### src/rtl/io_uart_responder.sv
// io_uart_responder
//   IO-space responder for the core's memory-stage IO bus. It holds the LED
//   register and a UART transmit path. The transmit path is a byte FIFO
//   drained by an 8N1 serializer.
// Ports
//   clk_i          core clock, rising edge
//   reset_i        synchronous active-high reset
//   IO_memAddr_i   byte address; [22] selects IO space, [4:2] the register
//   IO_memWData_i  store data; only [7:0] is meaningful
//   IO_memWr_i     one-cycle store strobe
//   IO_memRData_o  combinational load data for the current address
//   leds_o         LED register
//   uart_tx_o      registered serial TX line, idle high
// Register map (index = addr[4:2])
//   0 LEDS   RW [7:0]
//   1 TXDATA W  [7:0] pushed into the TX FIFO; reads 0
//   2 STATUS R  {count[15:8], overflow[3], empty[2], full[1], busy[0]};
//            W  a 1 in bit 3 clears overflow
//   3-7      reads 0, writes ignored
module io_uart_responder #(
  parameter int unsigned CLK_FREQ_HZ = 50000000,
  parameter int unsigned BAUD        = 115200,
  parameter int unsigned FIFO_DEPTH  = 8
) (
  input  logic        clk_i,
  input  logic        reset_i,
  input  logic [31:0] IO_memAddr_i,
  input  logic [31:0] IO_memWData_i,
  input  logic        IO_memWr_i,
  output logic [31:0] IO_memRData_o,
  output logic [7:0]  leds_o,
  output logic        uart_tx_o
);

  localparam int unsigned DIV    = CLK_FREQ_HZ / BAUD;
  localparam int unsigned BAUD_W = $clog2(DIV);
  localparam int unsigned PTR_W  = (FIFO_DEPTH > 1) ? $clog2(FIFO_DEPTH) : 1;
  localparam int unsigned CNT_W  = $clog2(FIFO_DEPTH + 1);

  localparam logic [BAUD_W-1:0] BAUD_LOAD = BAUD_W'(DIV - 1);
  localparam logic [CNT_W-1:0]  DEPTH_CNT = CNT_W'(FIFO_DEPTH);

  localparam logic [2:0] REG_LEDS   = 3'd0;
  localparam logic [2:0] REG_TXDATA = 3'd1;
  localparam logic [2:0] REG_STATUS = 3'd2;

  typedef enum logic [1:0] {
    ST_IDLE,
    ST_START,
    ST_DATA,
    ST_STOP
  } state_t;

  // Address bits outside [22] and [4:2], and the upper store data, are don't-care.
  logic unused_bits;
  assign unused_bits = ^{IO_memAddr_i[31:23], IO_memAddr_i[21:5],
                         IO_memAddr_i[1:0], IO_memWData_i[31:8]};

  logic              io_sel;
  logic [2:0]        reg_idx;
  logic              wr_en;
  logic              wr_leds;
  logic              wr_txdata;
  logic              wr_status;

  logic [7:0]        fifo_mem [FIFO_DEPTH];
  logic [PTR_W-1:0]  wr_ptr;
  logic [PTR_W-1:0]  rd_ptr;
  logic [CNT_W-1:0]  fifo_count;
  logic              fifo_full;
  logic              fifo_empty;
  logic              push_ok;
  logic              push_drop;
  logic              pop;
  logic              overflow;

  state_t            state;
  logic [BAUD_W-1:0] baud_cnt;
  logic [7:0]        shift_reg;
  logic [2:0]        bit_idx;
  logic              busy;
  logic [31:0]       status_word;

  // Write decode; the strobe is only honoured inside IO space.
  assign io_sel    = IO_memAddr_i[22];
  assign reg_idx   = IO_memAddr_i[4:2];
  assign wr_en     = IO_memWr_i & io_sel;
  assign wr_leds   = wr_en & (reg_idx == REG_LEDS);
  assign wr_txdata = wr_en & (reg_idx == REG_TXDATA);
  assign wr_status = wr_en & (reg_idx == REG_STATUS);

  // FIFO flags come from the pre-edge count, so a full FIFO drops a push even if it also pops.
  assign fifo_full  = (fifo_count == DEPTH_CNT);
  assign fifo_empty = (fifo_count == '0);
  assign push_ok    = wr_txdata & ~fifo_full;
  assign push_drop  = wr_txdata & fifo_full;

  // The serializer takes a byte from IDLE, or at the last cycle of STOP for gapless frames.
  assign pop = ~fifo_empty &
               ((state == ST_IDLE) || ((state == ST_STOP) && (baud_cnt == '0)));

  assign busy        = ~fifo_empty | (state != ST_IDLE);
  assign status_word = {16'd0, 8'(fifo_count), 4'd0, overflow, fifo_empty, fifo_full, busy};

  // Combinational load data: no wait states.
  always_comb begin
    IO_memRData_o = '0;
    if (io_sel) begin
      case (reg_idx)
        REG_LEDS:   IO_memRData_o = {24'd0, leds_o};
        REG_STATUS: IO_memRData_o = status_word;
        default:    IO_memRData_o = '0;
      endcase
    end
  end

  // LED register.
  always_ff @(posedge clk_i) begin
    if (reset_i) begin
      leds_o <= '0;
    end else if (wr_leds) begin
      leds_o <= IO_memWData_i[7:0];
    end
  end

  // FIFO storage; contents are don't-care while the count says empty.
  always_ff @(posedge clk_i) begin
    if (push_ok) begin
      fifo_mem[wr_ptr] <= IO_memWData_i[7:0];
    end
  end

  // FIFO pointers, occupancy and the sticky overflow flag.
  always_ff @(posedge clk_i) begin
    if (reset_i) begin
      wr_ptr     <= '0;
      rd_ptr     <= '0;
      fifo_count <= '0;
      overflow   <= 1'b0;
    end else begin
      if (push_ok) begin
        wr_ptr <= wr_ptr + PTR_W'(1);
      end
      if (pop) begin
        rd_ptr <= rd_ptr + PTR_W'(1);
      end
      case ({push_ok, pop})
        2'b10:   fifo_count <= fifo_count + CNT_W'(1);
        2'b01:   fifo_count <= fifo_count - CNT_W'(1);
        default: fifo_count <= fifo_count;
      endcase
      // A drop in the same cycle as a clear keeps the flag set.
      if (push_drop) begin
        overflow <= 1'b1;
      end else if (wr_status && IO_memWData_i[3]) begin
        overflow <= 1'b0;
      end
    end
  end

  // 8N1 serializer. The line register follows the pre-edge state. This gives
  // the write-to-start-bit latency of two cycles and keeps each bit DIV cycles wide.
  always_ff @(posedge clk_i) begin
    if (reset_i) begin
      state     <= ST_IDLE;
      baud_cnt  <= '0;
      shift_reg <= '0;
      bit_idx   <= '0;
      uart_tx_o <= 1'b1;
    end else begin
      case (state)
        ST_IDLE: begin
          if (pop) begin
            shift_reg <= fifo_mem[rd_ptr];
            bit_idx   <= '0;
            baud_cnt  <= BAUD_LOAD;
            state     <= ST_START;
          end
        end
        ST_START: begin
          if (baud_cnt == '0) begin
            baud_cnt <= BAUD_LOAD;
            state    <= ST_DATA;
          end else begin
            baud_cnt <= baud_cnt - BAUD_W'(1);
          end
        end
        ST_DATA: begin
          if (baud_cnt == '0) begin
            shift_reg <= {1'b0, shift_reg[7:1]};
            bit_idx   <= bit_idx + 3'd1;
            baud_cnt  <= BAUD_LOAD;
            if (bit_idx == 3'd7) begin
              state <= ST_STOP;
            end
          end else begin
            baud_cnt <= baud_cnt - BAUD_W'(1);
          end
        end
        ST_STOP: begin
          if (baud_cnt == '0) begin
            if (pop) begin
              shift_reg <= fifo_mem[rd_ptr];
              bit_idx   <= '0;
              baud_cnt  <= BAUD_LOAD;
              state     <= ST_START;
            end else begin
              state <= ST_IDLE;
            end
          end else begin
            baud_cnt <= baud_cnt - BAUD_W'(1);
          end
        end
        default: state <= ST_IDLE;
      endcase

      case (state)
        ST_START: uart_tx_o <= 1'b0;
        ST_DATA:  uart_tx_o <= shift_reg[0];
        default:  uart_tx_o <= 1'b1;
      endcase
    end
  end

endmodule
### config.mk
export PLATFORM = sky130hd
export DESIGN_NAME = io_uart_responder
export DESIGN_NICKNAME = d
export VERILOG_FILES = /design/src/rtl/io_uart_responder.sv
export SDC_FILE = /design/constraint.sdc
export NUM_CORES = 1
export LEC_CHECK = 0
export ABC_AREA = 1
export CAP_MARGIN = 20
export CORE_MARGIN = 1.5
export CORE_UTILIZATION = 46
export DETAILED_ROUTE_END_ITERATION = 12
export HOLD_SLACK_MARGIN = 0.12
export PLACE_DENSITY = 0.76
export SYNTH_ARGS = -nofsm -noshare
export SYNTH_HDL_FRONTEND = slang
export SYNTH_SLANG_ARGS = --single-unit
### constraint.sdc
create_clock -name clk_i -period 2 [get_ports clk_i]
set_input_delay 0.2 -clock clk_i [delete_from_list [all_inputs] [get_ports clk_i]]
set_output_delay 0.2 -clock clk_i [all_outputs]
set_load 0.01 [all_outputs]
Yosys cells after proc, flatten, opt, wreduce, memory -nomap -nowiden
Memories as Yosys holds them, arrays and structs flattened. A register that Yosys moved wholly into a read port is not among the register bits.
Cells that the tools add are included.
{"block": "totals", "reg_bits": 42, "mem_bits_rw": 64, "input_bits": 67, "word_cells": 84, "n_memories": 1}
{"block": "op_classes", "addsub": 6, "n_eq_ne": 14, "n_mux": 29, "bitwise_logic": 10, "reduce_logical": 14}
{"name": "fifo_mem", "depth": 8, "width": 8, "rd": 1, "rd_ports_with_merged_regs": 1, "write_ports": 1, "line": "66", "rtl": "logic [7:0] fifo_mem [FIFO_DEPTH];"}
{"cell": "$mux W9", "count": 3}
{"cell": "$pmux W9 S3", "count": 1}
{"cell": "$mux W8", "count": 3}
{"cell": "$pmux W12 S2", "count": 1}
{"cell": "$pmux W8 S3", "count": 1}
{"cell": "$mux W3", "count": 5}
{"cell": "$mux W12", "count": 1}
{"cell": "$mux W2", "count": 5}
{"cell": "$add A3 B1 Y3 const B", "count": 3}
{"cell": "$logic_not A9 Y1", "count": 1}
{"cell": "$pmux W3 S3", "count": 1}
{"cell": "$sub A9 B1 Y9 const B", "count": 1}
{"cell": "$ne A2 B2 Y1 const B", "count": 4}
{"cell": "$pmux W2 S4", "count": 1}
{"cell": "$pmux W4 S2", "count": 1}
{"cell": "$and A1 B1 Y1", "count": 7}
{"cell": "$eq A2 B2 Y1 const B", "count": 3}
{"cell": "$reduce_bool A2 Y1", "count": 3}
{"cell": "$mux W1", "count": 5}
{"cell": "$reduce_and A5 Y1", "count": 1}
{"cell": "$add A4 B1 Y4 const B", "count": 1}
{"cell": "$eq A2 B1 Y1 const B", "count": 2}
{"cell": "$eq A4 B4 Y1 const B", "count": 1}
{"cell": "$logic_not A4 Y1", "count": 1}
{"cell": "other kinds (15)", "count": 17}

Logic depth before layout (Yosys ltp)
{"block": "logic_depth", "depth_word": 7, "mapped_depth": 17, "depth_no_buf": 17}

Worst setup path after synthesis
Ideal clock, no wire load.
{"block": "synth_path", "path_kind": "reg-to-reg", "start": "reg baud_cnt[0]", "end": "reg fifo_count[2]", "setup_time_ns": 0.115, "arrival_time_ns": 2.110, "slack_ns": -0.226, "stages_incl_launch_ff": 18, "path_buffers": 0, "synth_period_minus_slack_ns": 2.226, "path_cell_list": "dfxtp_1 inv_1 ha_1 nand2_2 nor2_4 nand3_2 nand2_2 nand2_4 inv_2 ha_1 nand2_1 inv_1 nor2_1 ha_1 a21oi_1 xnor2_1 o21ai_0 inv_1"}
{"block": "synth_between", "elab_chain_cells": 6}
{"element": "from (decl)", "line": "78", "rtl": "logic [BAUD_W-1:0] baud_cnt;"}
{"element": "from (signal assigned)", "line": "185", "rtl": "baud_cnt <= baud_cnt - BAUD_W'(1);"}
{"element": "from (signal assigned)", "line": "197", "rtl": "baud_cnt <= baud_cnt - BAUD_W'(1);"}
{"element": "from (signal assigned)", "line": "211", "rtl": "baud_cnt <= baud_cnt - BAUD_W'(1);"}
{"element": "$logic_not A9 Y1 (*)", "line": "100", "rtl": "((state == ST_IDLE) || ((state == ST_STOP) && (baud_cnt == '0)));"}
{"element": "$logic_and A1 B1 Y1 (*)", "line": "100"}
{"element": "$logic_or A1 B1 Y1 (*)", "line": "100"}
{"element": "$and A1 B1 Y1 (*)", "line": "99", "rtl": "assign pop = ~fifo_empty &"}
{"element": "via pop", "line": "74", "rtl": "logic pop;"}
{"element": "$eq A2 B1 Y1 or $eq A2 B2 Y1 (tied branches)", "line": "147", "rtl": "case ({push_ok, pop})"}
{"element": "$pmux W4 S2 or $reduce_bool A2 Y1 (tied branches)"}
{"element": "to (signal assigned)", "line": "148", "rtl": "2'b10: fifo_count <= fifo_count + CNT_W'(1);"}
{"element": "to (signal assigned)", "line": "149", "rtl": "2'b01: fifo_count <= fifo_count - CNT_W'(1);"}
{"element": "to (signal assigned)", "line": "150", "rtl": "default: fifo_count <= fifo_count;"}
{"element": "to (decl)", "line": "69", "rtl": "logic [CNT_W-1:0] fifo_count;"}
Mark *: on every way through the listed nets, which the timed path passes. The rest lies on a longest branch.
A chain may end at the register's enable or synchronous reset.

Worst setup path after layout
{"block": "layout_path", "start": "reg baud_cnt[0]", "end": "reg fifo_count[3]"}
The elaborated chain is that of the path after synthesis.

==> results.txt <==
Slew Viols, Final -> 0
H-tree depth -> 3
Antenna cells -> 0
TritonCTS clock tree -> built
FF-to-FF End -> fifo_count[3]
Root Buffer -> clkbuf_16
Die Y -> 110 um
Final Cell Area -> 6420 um2
Drt wl/cell -> 14.8 um
Reg2Reg Depth -> 16
Fin util -> 0.585
Num CTS Buffers -> 9
Syn. warnings -> 0
Async SR Flop Fraction -> 0
Highest net fanout along the worst path -> 3
RSZ-0062 raised after global routing -> yes
Max FFs per register -> 64
First-pass GRT wire length -> 19300 um
CP arrival -> 2.34 ns
Pre-Repair DR Iteration Count -> 9
All-Layer GR Usage -> 0.212
Starting DRC count in detailed routing -> 288
Capturing element type of the critical path -> register
Pin count of the biggest net entering global routing -> 33
FF-to-FF Start -> baud_cnt[0]
Fraction of the cycle the final worst path needs -> 1.03
Residual DRC -> 0
Max VDD drop -> 1.09 mV
Number of global-route vias before repair -> 4093
Clock Latency Late Sink -> 0.35 ns
Synth cell count leaders -> 131 x nand2_1, 73 x nand3_1, 64 x edfxtp_1
Final Hold Viols -> 0
Clock Skew -> 0.00567 ns
Via count -> 4192
Hold_ws -> 0.467 ns
Worst hold path type -> register to register
Layout cell share with drive strength beyond 1 -> 0.184
Placed inst area -> 5890 um2
FP Rows -> 38
Die ar. -> 12000 um2
Post-route ant nets -> 0
Drt via density -> 5.15
Starting Density -> 0.477
Clock buffer depth -> 2
Failing checks -> negative setup slack
Register bit count reported by yosys -> 109
Slew margin rel. -> 0.598
Sequential area share after synthesis -> 0.539
GRT overflow -> 0
Top Registers -> fifo_mem x64, baud_cnt x9
Post-DP HPWL -> 7680 um
P per Cell Area -> 1330 nW/um2
Yosys top cell area share -> 0.367
Nets -> 750
Netlist cell types -> 33
IO buf count -> 35
Fmax -> 485 MHz
Clock sink count -> 109
Flop-to-flop setup slack -> -0.06 ns
Final wirelength -> 12000 um
Hold Path Depth -> 2
Max Cap Viol -> 0
Cells after synthesis -> 592
Dominant cell type by area after synthesis -> edfxtp_1
Post-CTS Hold Fix Bufs -> 0
Setup crit start kind -> register
Initial antenna violation count -> 0
Most common cell in the synthesized netlist -> nand2_1
Final setup violation count -> 2
Post-route minimum period -> 2.06 ns
WP data required -> 2.28 ns
Mean Syn Cell Area -> 8.85 um2
EDFF count, synth -> 64
Routability cong. -> 0.847
Biggest register -> fifo_mem
Critical Setup Path Class -> register to register
IO Pins -> 108
Commonest register cell after synthesis -> edfxtp_1
Largest cells by area after synthesis -> edfxtp_1 37%, dfxtp_1 17%, nand2_1 9.4%
Area grow syn2layout -> 22.6%
P_leak -> 2.73 nW
Setup tns final -> -0.0758 ns
Cell Area, Synth -> 5240 um2
Worst hold path endpoint -> shift_reg[5]
Clock Pin Slew Worst Setup and Hold Paths -> 0.07 ns
Final Worst Setup Slack -> -0.0619 ns
Outcome -> complete, but fails checks
Worst-Margin Slew -> 0.602 ns
CORE AREA -> 11000 um2
Hold Path Origin -> shift_reg[5]
Die Width -> 110 um
## metrics by stage
step                      total power (W)  std cells  setup WS (ns)
after floorplan                   0.00529        611        0.00833
after global placement            0.00599        784         -0.149
after detailed placement          0.00613        784         -0.234
after CTS                         0.00822        811        -0.0189
after global routing              0.00907        814         -0.159
final                             0.00852        814        -0.0619
## power by group
part / switching [W] / internal, W / total [W]
logic: 0.00225 / 0.00152 / 0.00376
registers: 0.000196 / 0.00261 / 0.00281
clock network: 0.000822 / 0.00112 / 0.00194
total: 0.00326 / 0.00525 / 0.00852
## layer usage
metal / global-route usage / up-vias / wire length, um
met5: 0 / - / 0
met4: 0.0918 / 0 / 270
met3: 0.0373 / 27 / 835
met2: 0.361 / 169 / 6030
met1: 0.263 / 1933 / 4910
li1: - / 2063 / -
## worst max-delay path by stage
stage / start / to / slack [ns] / cells past startpoint
after global routing: baud_cnt[0] / fifo_count[3] / -0.16 / 18
after CTS: baud_cnt[0] / fifo_count[2] / -0.02 / 16
after floorplan: baud_cnt[1] / fifo_count[2] / 0.008 / 17
after detailed placement: IO_memWr_i / fifo_count[2] / -0.23 / 13
after global placement: IO_memWr_i / fifo_mem[6][5] / -0.15 / 9
final: baud_cnt[0] / fifo_count[3] / -0.06 / 16
## cell usage in the layout (no fill, tap or decap), drive strengths merged, types with 25 or more instances in the layout
| cell type | netlist | layout |
|---|---|---|
| nand2 | 139 | 139 |
| a21oi | 28 | 28 |
| o21ai | 32 | 32 |
| clkdlybuf4s50 | 0 | 25 |
| nand3 | 74 | 74 |
| edfxtp | 64 | 64 |
| nor2 | 73 | 73 |
| dfxtp | 45 | 45 |
| buf | 33 | 49 |
| inv | 52 | 55 |
## what timing repair did
| action | 4_1_cts | 5_1_grt |
|---|---|---|
| buffers inserted | 11 | 3 |
| gates cloned | 0 | 0 |
| pin swaps | 6 | 8 |
| setup endpoints to repair | 12 | 19 |
| resized for setup | 18 | 19 |
## worst max-delay path: stages, from the launching register on
cell	delay, ns
dfxtp_2	0.33
inv_2	0.08
ha_4	0.14
nand2_4	0.05
nor2_4	0.10
nand3_2	0.09
nand2_2	0.11
nand2_4	0.06
inv_4	0.06
ha_4	0.16
buf_6	0.12
xor2_4	0.16
nand3_2	0.10
nand2_2	0.08
xor2_1	0.15
nand2_1	0.07
a21oi_1	0.13
## cell families after synthesis
family                   synth area share
adder cells (fa/ha/maj)            0.0334
AND/OR/NAND/NOR                     0.266
XOR/XNOR                           0.0134
buffers and inverters              0.0850
other                            0.000716
flip-flops                          0.539
AO/OA/AOI/OAI                      0.0626
## final cells by class
| type | instances | area (um2) |
|---|---|---|
| Multi-Input combinational cell | 412 | 2150 |
| Clock buffer | 11 | 233 |
| Clock inverter | 5 | 91.3 |
| Inverter | 53 | 206 |
| Sequential cell | 109 | 2830 |
| Fill cell | 903 | 4560 |
| Tap cell | 140 | 175 |
| Timing Repair Buffer | 84 | 729 |
No activity file was read; power rests on OpenSTA's default activity.
